**src/rtl/pc_sequencer_pkg.sv**
```systemverilog
// Shared definitions for the fetch-stage program counter: FSM states,
// next-PC select codes and the instruction step derived from the alignment.
package pc_sequencer_pkg;

  typedef enum logic [1:0] {
    ST_BOOT = 2'd0,
    ST_RUN  = 2'd1,
    ST_HALT = 2'd2
  } state_e;

  typedef enum logic [1:0] {
    SEL_TRAP  = 2'd0,
    SEL_REDIR = 2'd1,
    SEL_HOLD  = 2'd2,
    SEL_SEQ   = 2'd3
  } sel_e;

  localparam int unsigned DEFAULT_IALIGN = 32;

  // Byte step between sequential instructions (4 for IALIGN=32, 2 for 16).
  function automatic int unsigned step_bytes(input int unsigned ialign);
    return ialign / 8;
  endfunction

endpackage

```
**src/rtl/pc_next_mux.sv**
```systemverilog
// Combinational next-PC selector; also flags redirect targets that do not
// sit on an instruction boundary.
module pc_next_mux
  import pc_sequencer_pkg::*;
#(
  parameter int unsigned XLEN   = 32,
  parameter int unsigned IALIGN = DEFAULT_IALIGN
) (
  input  sel_e            sel,
  input  logic [XLEN-1:0] pc,
  input  logic [XLEN-1:0] pc_plus,
  input  logic [XLEN-1:0] redirect_target,
  input  logic [XLEN-1:0] trap_aligned,
  output logic [XLEN-1:0] next_pc,
  output logic            misaligned
);

  localparam logic [XLEN-1:0] ALIGN_MASK = XLEN'(step_bytes(IALIGN) - 1);

  assign misaligned = |(redirect_target & ALIGN_MASK);

  always_comb begin
    next_pc = pc;
    case (sel)
      SEL_TRAP:  next_pc = trap_aligned;
      // A rejected redirect leaves the PC where it was.
      SEL_REDIR: next_pc = misaligned ? pc : redirect_target;
      SEL_HOLD:  next_pc = pc;
      SEL_SEQ:   next_pc = pc_plus;
      default:   next_pc = pc;
    endcase
  end

endmodule

```
**src/rtl/pc_sequencer.sv**
```systemverilog
// Fetch-stage program counter: BOOT/RUN/HALT FSM, falling-edge registers and
// a valid/ready request toward instruction memory.
module pc_sequencer
  import pc_sequencer_pkg::*;
#(
  parameter int unsigned     XLEN         = 32,
  parameter logic [XLEN-1:0] RESET_VECTOR = '0,
  parameter int unsigned     IALIGN       = DEFAULT_IALIGN
) (
  input  logic            clk,
  input  logic            reset,
  input  logic            stall,
  input  logic            redirect_valid,
  input  logic [XLEN-1:0] redirect_target,
  input  logic            trap_req,
  input  logic [XLEN-1:0] trap_vector,
  input  logic            fetch_ready,
  output logic            fetch_valid,
  output logic [XLEN-1:0] pc_out,
  output logic [XLEN-1:0] pc_plus,
  output logic            misaligned,
  output logic [XLEN-1:0] bad_addr
);

  localparam int unsigned     STEP       = step_bytes(IALIGN);
  localparam logic [XLEN-1:0] STEP_VEC   = XLEN'(STEP);
  localparam logic [XLEN-1:0] ALIGN_MASK = XLEN'(STEP - 1);

  state_e          state_reg, state_next;
  logic [XLEN-1:0] pc_reg, pc_next;
  logic [XLEN-1:0] bad_addr_reg, bad_addr_next;
  logic            misaligned_reg, misaligned_next;
  sel_e            sel;
  logic            target_misaligned;
  logic [XLEN-1:0] trap_aligned;

  assign trap_aligned = trap_vector & ~ALIGN_MASK;
  assign pc_plus      = pc_reg + STEP_VEC;
  assign pc_out       = pc_reg;
  assign misaligned   = misaligned_reg;
  assign bad_addr     = bad_addr_reg;

  pc_next_mux #(
    .XLEN   (XLEN),
    .IALIGN (IALIGN)
  ) u_next_mux (
    .sel             (sel),
    .pc              (pc_reg),
    .pc_plus         (pc_plus),
    .redirect_target (redirect_target),
    .trap_aligned    (trap_aligned),
    .next_pc         (pc_next),
    .misaligned      (target_misaligned)
  );

  // Everything updates on the falling edge; reset is asynchronous.
  always_ff @(negedge clk or posedge reset) begin
    if (reset) begin
      state_reg      <= ST_BOOT;
      pc_reg         <= RESET_VECTOR;
      bad_addr_reg   <= '0;
      misaligned_reg <= 1'b0;
    end else begin
      state_reg      <= state_next;
      pc_reg         <= pc_next;
      bad_addr_reg   <= bad_addr_next;
      misaligned_reg <= misaligned_next;
    end
  end

  always_comb begin
    state_next      = state_reg;
    misaligned_next = 1'b0;
    bad_addr_next   = bad_addr_reg;
    case (state_reg)
      ST_BOOT: state_next = ST_RUN;
      ST_RUN: begin
        if (sel == SEL_REDIR && target_misaligned) begin
          state_next      = ST_HALT;
          misaligned_next = 1'b1;
          bad_addr_next   = redirect_target;
        end
      end
      ST_HALT: begin
        if (trap_req) state_next = ST_RUN;
      end
      default: state_next = ST_BOOT;
    endcase
  end

  // Select priority: trap, redirect, hold (stall/backpressure), sequential.
  always_comb begin
    fetch_valid = 1'b0;
    sel         = SEL_HOLD;
    case (state_reg)
      ST_RUN: begin
        fetch_valid = 1'b1;
        if (trap_req)                   sel = SEL_TRAP;
        else if (redirect_valid)        sel = SEL_REDIR;
        else if (stall || !fetch_ready) sel = SEL_HOLD;
        else                            sel = SEL_SEQ;
      end
      ST_HALT: begin
        if (trap_req) sel = SEL_TRAP;
      end
      default: sel = SEL_HOLD;
    endcase
  end

endmodule
```
**config.mk**
```make
export PLATFORM = sky130hd
export DESIGN_NAME = pc_sequencer
export DESIGN_NICKNAME = d
export VERILOG_FILES = /design/src/rtl/pc_sequencer_pkg.sv /design/src/rtl/pc_next_mux.sv /design/src/rtl/pc_sequencer.sv
export SDC_FILE = /design/constraint.sdc
export NUM_CORES = 1
export LEC_CHECK = 0
export BUFFER_PORTS_ARGS = -buffer_cell sky130_fd_sc_hd__buf_2
export CAP_MARGIN = 0
export CORE_ASPECT_RATIO = 1.25
export CORE_UTILIZATION = 45
export CTS_CLUSTER_SIZE = 40
export DETAILED_ROUTE_END_ITERATION = 7
export GPL_ROUTABILITY_DRIVEN = 1
export PLACE_DENSITY_LB_ADDON = 0.3
export SLEW_MARGIN = 40
export SYNTH_ARGS = -nofsm -noshare
export SYNTH_HDL_FRONTEND = slang
export SYNTH_SLANG_ARGS = --single-unit
```
**constraint.sdc**
```tcl
create_clock -name clk -period 3.3 [get_ports clk]
set_input_delay 0.33 -clock clk [delete_from_list [all_inputs] [get_ports clk]]
set_output_delay 0.33 -clock clk [all_outputs]
set_load 0.01 [all_outputs]
```
======== Yosys cells after proc, flatten, opt, wreduce, memory -nomap -nowiden ========
Cells that the tools add are included.
word-level totals
  flip-flop bits (word level) ............. 67
  input bits .............................. 70
  output and inout bits ................... 98
  word-level logic and storage cells ...... 36
cells by class
  add/sub/neg operators ................... 1
  equality and inequality tests ........... 8
  multiplexer cells ....................... 13
  bitwise gates (word level) .............. 1
  reduce and logical (&&, ||, !) cells .... 9
operators with widths
  kind                                                                   count
  32-bit case mux with 3 select lines                                    1
  32-bit by 3-bit adder with 32-bit output, second input constant        1
  32-bit two-way mux                                                     1
  2-bit two-way mux                                                      5
  2-bit equality test, second input constant                             3
  2-bit inequality test, second input constant                           3
  2-bit case mux with 3 select lines                                     1
  2-bit AND reduction                                                    3
  2-bit by 1-bit equality test with 1-bit output, second input constant  2
  2-bit zero test                                                        2
  1-bit two-way mux                                                      4
  2-bit case mux with 2 select lines                                     1
  2-bit OR reduction                                                     1
  1-bit logical AND                                                      1
  1-bit zero test                                                        1
  1-bit logical OR                                                       1
  1-bit NOT                                                              1

======== Logic depth before layout (Yosys ltp) ========
  word-level depth ........................ 10
  mapped depth ............................ 9
  gate-level depth less buffers ........... 7

======== Hierarchy ========
Synthesis repeated with hierarchy kept, for this count alone.
second synthesis, totals
  cell total of the unflattened synthesis .. 350
  area total of the unflattened synthesis .. 4137.7 µm²
modules (own cells, without submodules)
  module        instances  cells an instance  area each (µm²)  seq. area each (µm²)
  pc_sequencer  1          205                2949.1           1676.6
  pc_next_mux   1          145                1188.6           0.0

==> run metrics <==
status=finished, violations left; violated checks=negative setup slack; Final Instance Area=0.00666 sq mm; Detail Route Antenna Nets=0; max_cap viols=0; Finish-stage setup viols=28; slowest CP cell=dfrtn_1; Final WS setup=-0.872 ns; gr busiest metal=met2; critical path's most frequent cell=buf_6; worst skew pair latency=0.34 ns; DRC=0; die area=0.00953 sq mm; Port Buffer Count=165; Ports=168; RSZ-0062 raised after global routing=yes; CTS tree=done; final WL=15100 um; warnings from Yosys=0; DRT iter0 DRCs=468; Clk pin slew, worst setup/hold paths=0.05 ns; Worst slew margin=72.2%; commonest non-fill, non-tap cell in the layout=buf_2; Starting Density=46.8%; Nets=781; crit path kind=flop to output pin; total power=0.00639 W; GR Util met3=4.39%; cell area after placement=0.00592 sq mm; Worst EP arrival=3.84 ns; final hold vios=0; worst slack at placement=-0.554 ns; highest-count cells in the layout ignoring fill and taps=buf_2, buf_4, dfrtn_1; flops & latches, synth=67; syn_area_per_cell=9.46 sq um; WL/cell=18.1 um; H-tree levels=3; post-synth top area cell=dfrtn_1; Hold Path Class=flop to flop; vias in the first global route=4655; largest net degree at the start of global routing=68; Core Box Area=0.00880 sq mm; GRT Util Overall=30.7%; synth top area cells=dfrtn_1, mux2_2, o21ai_0; Final Slew Violations=0; clock sinks=67; M2 GR Usage=53.0%; syn nets=511; met1 Use GR=35.8%; R2R Path Start=state_reg[0]; chip height=109 um; initial antenna violation count=0; FP Rows=38; flop-to-flop setup slack=0.79 ns; Synth cell types=59; share of cells above drive strength 1=55.2%; CP top delay family=simple AND/OR/NAND/NOR gates; via density per instance=5.76; Critical Path, Cell by Cell=nand4_4 > buf_6 > nor4_4 > buf_6 > nand4_1 > xnor2_2 > buf_2; Post-synth ARST share=100%; GRT Residual Overflow=0; root buffer cell=clkbuf_8; CTS Buf Count=9; ant diodes=0; worst-case hold slack=0.430 ns; P_leak=3.28 nW; PD cells=959 mW/mm^2; Worst-Margin Slew=0.413 ns; P&R area growth vs syn=62.0%; drt pass-1 iters=7; mapped cell area=0.00411 sq mm; Die Wd=87.5 um; Req. time, crit path=2.97 ns; Buf+Inv Stages, Crit Path=3; global-route wire length before repair=22100 um; detailed placement HPWL=10200 um; CTS max path bufs=2; Worst setup SP type=flop; critical path fanouts, max=4; Synth Flop Type=dfrtn_1; Hold Crit Start=bad_addr[11]; top cell type's share of synthesized area=40.8%; vias post-DR=4780; crit end category=output pin; sequential-to-total area share from yosys stat=40.8%; worst setup path startpoint=pc_out[6]; Max stage delay on crit path=0.50 ns; Final Skew=0.00600 ns; EDFF count, synth=0; Synth Instances=435; VDD IR-drop max=508 uV; Hold-fix buffers, CTS=0; Final Wtd Congestion=0.903
==> stage by stage <==
stage	cells	setup TNS (ns)	utilization, %
floorplan	435	-8.67	-
global placement	784	-17.88	67.4
detailed placement	784	-20.44	67.4
CTS	818	-17.13	73.7
global route	830	-21.05	75.8
finish	830	-19.01	75.8
==> synth_stat cells (5+ instances only) <==
cell,count
nor3_1,6
nand4_1,6
o21ai_0,47
a32oi_1,5
a31oi_1,7
a21oi_1,13
clkbuf_1,20
inv_1,16
and4_1,6
nand2_1,19
xor2_1,8
o21a_1,17
mux2_1,6
dfrtn_1,67
ha_1,6
buf_2,9
mux2_2,24
o311ai_1,7
nor4_1,5
xnor2_1,20
and3_1,8
nor2_1,36
nand3_1,12
==> cell families after synthesis <==
| logic type | after synthesis | share of synthesized area [%] |
|---|---|---|
| fa+ha+maj | 6 | 1.82 |
| buf+inv | 49 | 5.05 |
| mux | 31 | 8.45 |
| xor+xnor | 28 | 5.96 |
| simple gates | 122 | 16.8 |
| compound gates | 132 | 21.2 |
| flops | 67 | 40.8 |
==> area by class of cell <==
cell class / count / area [sq um]
multi-input combinational: 319 / 2650
clock inverter: 1 / 5.00
inverter: 16 / 63.8
timing repair buffer: 292 / 1930
sequential: 67 / 1680
fill: 603 / 2130
clock buffer: 15 / 186
tap: 120 / 150
==> routing by layer <==
layer	share of wire [%]	vias to the layer above
met4	4.7	0
met3	6.2	72
met1	38	2274
li1	-	2142
met2	51	292
met5	0	-
==> timing repair <==
| action | in CTS | in global routing |
|---|---|---|
| gates resized for setup | 48 | 20 |
| setup buffers | 17 | 15 |
| endpoints found under the setup margin | 28 | 31 |
| gates cloned | 1 | 0 |
| pin swaps | 22 | 5 |
==> report_power, final <==
group          internal (W)  switching [W]
combinational       0.00196        0.00222
clock              0.000355       0.000308
sequential          0.00126       0.000283
==> path summary, 6_finish.rpt <==
check / depth (start not counted) / end
min in group asynchronous: 3 / bad_addr[4]
max in group asynchronous: 3 / pc_out[21]
setup / recovery: 7 / pc_plus[31]
hold / removal: 1 / bad_addr[11]
hold reg to reg: 1 / bad_addr[11]
setup reg to reg: 8 / pc_out[28]
Note: power is estimated with default switching activity, not from simulation.
